--- src/rtl/fft_frame_sequencer.sv ---
// Frame sequencer for the spectrum path: fills a sample frame, runs the FFT, triggers drawing, and flips the bank on vsync.
// Optional feature: define FFT_SEQ_OVERLAP_EN for 50% frame overlap between consecutive FFTs.
module fft_frame_sequencer #(
  parameter int N_PTS    = 16,
  parameter int SAMPLE_W = 12,
  parameter int DATA_W   = 36,
  parameter int TIMEOUT  = 1024
) (
  input  logic                           in_clock,
  input  logic                           reset,
  input  logic                           sample_valid,
  input  logic signed [SAMPLE_W-1:0]     sample_data,
  output logic [N_PTS-1:0][DATA_W-1:0]   frame_out,
  output logic                           fft_start,
  input  logic                           fft_done,
  output logic                           draw_start,
  input  logic                           draw_done,
  input  logic                           vsync,
  output logic                           bank_sel,
  output logic                           busy,
  output logic                           overrun,
  output logic                           timeout_err
);

  localparam int IDX_W = $clog2(N_PTS);
  localparam int TO_W  = $clog2(TIMEOUT);
  localparam int HALF  = N_PTS / 2;

  typedef enum logic [2:0] {
    S_FILL,
    S_START,
    S_WAIT_FFT,
    S_DRAW,
    S_WAIT_VSYNC
  } state_t;

  state_t                        state_q, state_d;
  logic [IDX_W-1:0]              wr_idx_q, wr_idx_d;
  logic [TO_W-1:0]               to_cnt_q, to_cnt_d;
  logic                          vsync_q;
  logic [N_PTS-1:0][DATA_W-1:0]  frame_q, frame_d;
  logic                          fft_start_q, fft_start_d;
  logic                          draw_start_q, draw_start_d;
  logic                          bank_sel_q, bank_sel_d;
  logic                          busy_q, busy_d;
  logic                          overrun_q, overrun_d;
  logic                          timeout_err_q, timeout_err_d;

  function automatic logic [DATA_W-1:0] sign_ext(input logic signed [SAMPLE_W-1:0] s);
    return DATA_W'(s);
  endfunction

  always_comb begin
    state_d       = state_q;
    wr_idx_d      = wr_idx_q;
    to_cnt_d      = to_cnt_q;
    frame_d       = frame_q;
    fft_start_d   = 1'b0;
    draw_start_d  = 1'b0;
    bank_sel_d    = bank_sel_q;
    overrun_d     = overrun_q;
    timeout_err_d = timeout_err_q;

    case (state_q)
      S_FILL: begin
        if (sample_valid) begin
          frame_d[wr_idx_q] = sign_ext(sample_data);
          if (wr_idx_q == IDX_W'(N_PTS-1)) begin
            wr_idx_d    = '0;
            state_d     = S_START;
            fft_start_d = 1'b1;
          end else begin
            wr_idx_d = wr_idx_q + 1'b1;
          end
        end
      end
      S_START: begin
        to_cnt_d = '0;
        state_d  = S_WAIT_FFT;
      end
      S_WAIT_FFT: begin
        // A done arriving on the final timeout cycle still counts as success.
        if (fft_done) begin
          state_d      = S_DRAW;
          draw_start_d = 1'b1;
        end else if (to_cnt_q == TO_W'(TIMEOUT-1)) begin
          timeout_err_d = 1'b1;
          wr_idx_d      = '0;
          state_d       = S_FILL;
        end else begin
          to_cnt_d = to_cnt_q + 1'b1;
        end
      end
      S_DRAW: begin
        if (draw_done) state_d = S_WAIT_VSYNC;
      end
      S_WAIT_VSYNC: begin
        if (vsync_q && !vsync) begin
          bank_sel_d = ~bank_sel_q;
          state_d    = S_FILL;
`ifdef FFT_SEQ_OVERLAP_EN
          for (int i = 0; i < HALF; i++) frame_d[i] = frame_q[i+HALF];
          wr_idx_d = IDX_W'(HALF);
`else
          wr_idx_d = '0;
`endif
        end
      end
      default: state_d = S_FILL;
    endcase

    if (sample_valid && (state_q != S_FILL)) overrun_d = 1'b1;
    busy_d = (state_d != S_FILL);
  end

  always_ff @(posedge in_clock or negedge reset) begin
    if (!reset) begin
      state_q       <= S_FILL;
      wr_idx_q      <= '0;
      to_cnt_q      <= '0;
      vsync_q       <= 1'b1;
      frame_q       <= '0;
      fft_start_q   <= 1'b0;
      draw_start_q  <= 1'b0;
      bank_sel_q    <= 1'b0;
      busy_q        <= 1'b0;
      overrun_q     <= 1'b0;
      timeout_err_q <= 1'b0;
    end else begin
      state_q       <= state_d;
      wr_idx_q      <= wr_idx_d;
      to_cnt_q      <= to_cnt_d;
      vsync_q       <= vsync;
      frame_q       <= frame_d;
      fft_start_q   <= fft_start_d;
      draw_start_q  <= draw_start_d;
      bank_sel_q    <= bank_sel_d;
      busy_q        <= busy_d;
      overrun_q     <= overrun_d;
      timeout_err_q <= timeout_err_d;
    end
  end

  assign frame_out   = frame_q;
  assign fft_start   = fft_start_q;
  assign draw_start  = draw_start_q;
  assign bank_sel    = bank_sel_q;
  assign busy        = busy_q;
  assign overrun     = overrun_q;
  assign timeout_err = timeout_err_q;

endmodule
--- config.mk ---
export PLATFORM = sky130hd
export DESIGN_NAME = fft_frame_sequencer
export DESIGN_NICKNAME = d
export VERILOG_FILES = /design/src/rtl/fft_frame_sequencer.sv
export SDC_FILE = /design/constraint.sdc
export NUM_CORES = 1
export LEC_CHECK = 0
export ABC_CLOCK_PERIOD_IN_PS = 3730
export CAP_MARGIN = 20
export CORE_AREA = 3 3 234 236
export DETAILED_ROUTE_END_ITERATION = 10
export DIE_AREA = 0 0 237 239
export PLACE_DENSITY = 0.59
export SYNTH_ARGS = -nofsm -noshare
export SYNTH_HDL_FRONTEND = slang
export SYNTH_SLANG_ARGS = --single-unit
--- constraint.sdc ---
create_clock -name in_clock -period 3.73 [get_ports in_clock]
set_input_delay 0.5595 -clock in_clock [delete_from_list [all_inputs] [get_ports in_clock]]
set_output_delay 0.5595 -clock in_clock [all_outputs]
set_load 0.02 [all_outputs]
### Yosys cells after proc, flatten, opt, wreduce, memory -nomap -nowiden

Cells that the tools add are included.

| storage, ports and cells | value |
|---|---|
| output and inout bits | 582 |
| bits of input ports | 18 |
| register bits after elaboration | 600 |

| cells by class | value |
|---|---|
| muxes and demuxes | 24 |
| reduce and logical (&&, ||, !) cells | 14 |
| bitwise gates (word level) | 2 |
| add/subtract/negate cells | 2 |
| $lt $le $gt $ge | 2 |
| equality and inequality tests | 11 |

Operator list:

| kind | count |
|---|---|
| bitwise mux 576 bit | 1 |
| demux 36 bit (select 4 bit) | 1 |
| two-way mux 36 bit | 1 |
| two-way mux 10 bit | 2 |
| two-way mux 4 bit | 5 |
| case mux 10 bit (2 select lines) | 1 |
| two-way mux 3 bit | 6 |
| case mux 3 bit (5 select lines) | 1 |
| case mux 4 bit (3 select lines) | 1 |
| adder 10 x 1 -> 10 bit (second input constant) | 1 |
| equality test 10 bit (second input constant) | 1 |
| inequality test 2 bit (second input constant) | 5 |
| nonzero test 3 bit | 3 |
| equality test 3 x 2 -> 1 bit (second input constant) | 2 |
| AND reduction 3 bit | 2 |
| less-than comparator 4 x 5 -> 1 bit (second input constant) | 1 |
| two-way mux 1 bit | 5 |
| AND reduction 5 bit | 1 |
| adder 4 x 1 -> 4 bit (second input constant) | 1 |
| equality test 4 bit (second input constant) | 1 |
| >= comparator 4 x 1 -> 1 bit (second input constant) | 1 |
| AND reduction 2 bit | 2 |
| equality test 3 x 1 -> 1 bit (second input constant) | 1 |
| equality test 3 bit (second input constant) | 1 |
| other kinds (5) | 8 |

### Depth between registers and ports, before layout

| logic depth | value |
|---|---|
| depth after elaboration | 5 |
| gate-level depth with buffers | 6 |

### Worst setup path before layout

Ideal clock, no wire load.

| timing | value |
|---|---|
| kind | reg-to-reg |
| start | reg to_cnt_q[0] |
| end | reg busy_q (netlist: busy) |
| required time | 3.598 ns |
| stages on the path, launching flop included | 6 |
| setup time | 0.132 ns |
| path buffers | 0 |
| period minus slack after synthesis | 1.867 ns |
| arrival time | 1.736 ns |
| setup slack | 1.863 ns |
| cells stage by stage | dfrtp_1 ha_1 nand3_1 or3_4 o311a_4 or3b_1 |

| between the ends | value |
|---|---|
| cells in the longest elaborated chain, start to end | 5 |

RTL lines:

| element | line | text |
|---|---|---|
| start, declared | 39 | `logic [TO_W-1:0] to_cnt_q, to_cnt_d;` |
| start signal, assigned | 132 | `to_cnt_q <= to_cnt_d;` |
| equality test 10 bit | 86 | `end else if (to_cnt_q == TO_W'(TIMEOUT-1)) begin` |
| two-way mux 3 bit | 86 |  |
| two-way mux 3 bit | 83 | `if (fft_done) begin` |
| case mux 3 bit (5 select lines) | 64 | `case (state_q)` |
| net state_d[1] | 37 | `state_t state_q, state_d;` |
| nonzero test 3 bit | 113 | `busy_d = (state_d != S_FILL);` |
| net busy_d | 45 | `logic busy_q, busy_d;` |
| end signal, assigned | 138 | `busy_q <= busy_d;` |
| end, declared | 45 |  |

The timed path passes the listed nets, and every way through them passes these cells.
A chain may end at the register's enable or synchronous reset.

==> metrics.csv <==
metric,value,unit
dpl.hpwl,26000,um
grt_max_degree,103,
cpPeakStageDelay,0.86,ns
ctsHoldBuffers,0,
criticalPathCategory,flip-flop to primary output,
synth-async-reset-ratio,100,%
worstPathArrival,2.18,ns
firstDrtPassIters,4,
route.antenna.remaining_nets,0,
drive_gt1_share,22.1,%
crit_buf_inv,1,
synth_compound_area_share,1.94,%
seqPwrFrac,24.7,%
worstSetupEndpointType,primary output,
cts-resized-gates,0,
coreArea,52700,um^2
h-tree-depth,1,
crit_slowest_cell,dfrtp_1,
row_count,84,
pwr-share-comb,59.2,%
p_clk_share,16.1,%
whs,-0.0155,ns
routed-wl-met2,18400,um
met1Wirelength,14000,um
max_clock_freq,0.365,GHz
wire_per_inst,19.1,um
status,"complete, but fails checks",
final_cell_area,16400,um^2
powerDensity,1080,nW/um^2
hold_class,input port to asynchronous set/reset pin,
syn_area,11500,um^2
hold_viol,3,
synthFlopType,dfrtp_1,
crit_family,flip-flops,
drv_slew,0,
track_usage,11.9,%
fin_ws,0.987,ns
maxSlewHeadroom,26.9,%
seq_area_frac_synth,47.1,%
fp.dieArea,56600,um^2
worst_skew_pair.late_latency,0.55,ns
netSwitchingFraction,41.6,%
muxShareOfSynthArea,19.3,%
max_cap_viol_count,0,
vdd.ir_drop.worst,0.485,mV
clockRootBuffer,clkbuf_16,
synthSimpleGateAreaFrac,4.31,%
drc,0,
cts_buffers,27,
setup_violations,0,
p_leak,6.83,nW
avgSynthCellArea,12.0,um^2
n_antenna_cell,0,
vias_per_cell,3.83,
finalClockSkew,0.0151,ns
fill_cells,5283,
failed_checks,hold timing,
cts_max_path_buffers,3,
crit_path_start_kind,flip-flop,
setup_tns,0,ns
start_util,21.8,%
cp_cell_sequence,clkdlybuf4s50_1,
wl_met3,2790,um
post_cts_buffers,0,
area_growth_syn_to_layout,42.9,%
die_x,237,um
rsz0062_at_grt,no,
intPower,10.3,mW
grt_pass1_wl,50800,um
final_common_cell,clkdlybuf4s50_1,
crit_fanout,26,
antenna_found_initial,3,
routed_wl,36100,um
ios,600,
required,3.17,ns
syn_nets,976,
synthAdderAreaFrac,0.545,%
final_cell_mix,"598 x clkdlybuf4s50_1, 215 x dfrtp_1, 193 x mux2_2, 27 x clkbuf_16, 21 x nand2_1",
grt-ovfl-total,0,
synth_edf_count,0,
gp_routability_congestion,0.718,
worst_slew_pin_slew,1.09,ns
synth-seq-cells,216,
p_sw,7.34,mW
num_vias,7230,
final_nets,1200,
cts_tree,built,
finalCritPeriodShare,73.5,%
synth_cell_type_count,46,
first_global_vias,7110,
finalCriticalPeriod,2.74,ns
cts_sinks,216,
synth_top_family_by_area,buffers and inverters,
synth-xor-area-share,0.0764,%
top_layer,met4,
yosys_warnings,0,
path_clk_slew,0.06,ns
place_ws,0.771,ns
syn_inst,953,
portBuffers,599,
fp.dieH,239,um
drt_iter0_markers,208,
placed_area,15400,um^2
==> logic make-up after synthesis <==
logic type | Yosys count
AO/OA/AOI/OAI | 32
adder cells (fa/ha/maj) | 5
flip-flops | 216
XOR/XNOR | 1
buffers and inverters | 423
AND/OR/NAND/NOR | 79
multiplexers | 197
==> final cells by class <==
type,instances,area (um^2),area share (%)
clock inverter,13,213,1.30
inverter,4,15.0,0.0916
clock buffer,37,763,4.66
sequential,216,5410,33.0
tap,688,861,5.25
multi-input combinational,314,3000,18.3
timing repair buffer,614,6130,37.4
==> metrics by stage <==
stage | total power, mW | cells | hold WS (ns) | utilization [%]
finish | 17.7 | 1886 | -0.0155 | 31.1
global route | 18.5 | 1886 | 0.0290 | 31.1
CTS | 18.0 | 1886 | 0.0452 | 31.1
detailed placement | 15.0 | 1836 | 0.456 | 29.3
global placement | 14.9 | 1835 | 0.454 | 29.3
floorplan | 11.4 | 953 | 0.264 | -
==> per-layer routing <==
metal,track usage (%),up-vias
met5,0,-
met3,3.52,44
li1,-,3248
met2,21.0,307
met4,2.91,0
met1,14.1,3631
==> sequential cells by signal, summed over array words and instances, names as in the netlist, 3 cells and up <==
| register | count |
|---|---|
| frame_out | 192 |
| to_cnt_q | 10 |
| wr_idx_q | 4 |
| state_q | 3 |
==> power groups by stage <==
stage / registers [mW] / clock network, mW / logic [mW]
floorplan: 5.29 / 0 / 6.15
global placement: 4.34 / 0 / 10.6
detailed placement: 4.42 / 0 / 10.6
CTS: 4.39 / 2.98 / 10.6
global route: 4.58 / 3.07 / 10.9
finish: 4.36 / 2.85 / 10.4
==> cell usage after synthesis, types with 2 or more instances <==
| master | instances | area [um^2] |
|---|---|---|
| nand2b_1 | 8 | 50.1 |
| buf_4 | 386 | 2900 |
| buf_2 | 19 | 95.1 |
| or4b_2 | 2 | 20.0 |
| mux2i_1 | 4 | 40.0 |
| or4_1 | 2 | 15.0 |
| mux2_2 | 193 | 2170 |
| o21ai_0 | 8 | 40.0 |
| nor2_1 | 7 | 26.3 |
| inv_1 | 4 | 15.0 |
| clkbuf_1 | 14 | 52.6 |
| a21o_1 | 2 | 15.0 |
| nand4b_1 | 3 | 26.3 |
| a21oi_1 | 8 | 40.0 |
| dfrtp_1 | 215 | 5380 |
| nand2_1 | 21 | 78.8 |
| nand3_1 | 10 | 50.1 |
| nor3b_1 | 2 | 15.0 |
| nor4_1 | 2 | 12.5 |
| o31ai_1 | 3 | 22.5 |
| o41ai_1 | 2 | 17.5 |
| and2_1 | 5 | 31.3 |
| ha_1 | 5 | 62.6 |
| nor2b_1 | 5 | 31.3 |
| a22o_1 | 2 | 17.5 |
==> final timing paths <==
path | startpoint | endpoint | slack (ns) | cells past startpoint
min | reset | frame_out[473] | -0.02 | 1
max reg2reg | state_q[2] | frame_out[116] | 1.17 | 4
min in group in_clock | vsync | vsync_q | 0.45 | 1
max in group asynchronous | reset | busy | 2.81 | 2
min reg2reg | timeout_err | timeout_err | 0.46 | 1
max | frame_out[466] | frame_out[452] | 0.99 | 1
Note: power is estimated with default switching activity, not from simulation.
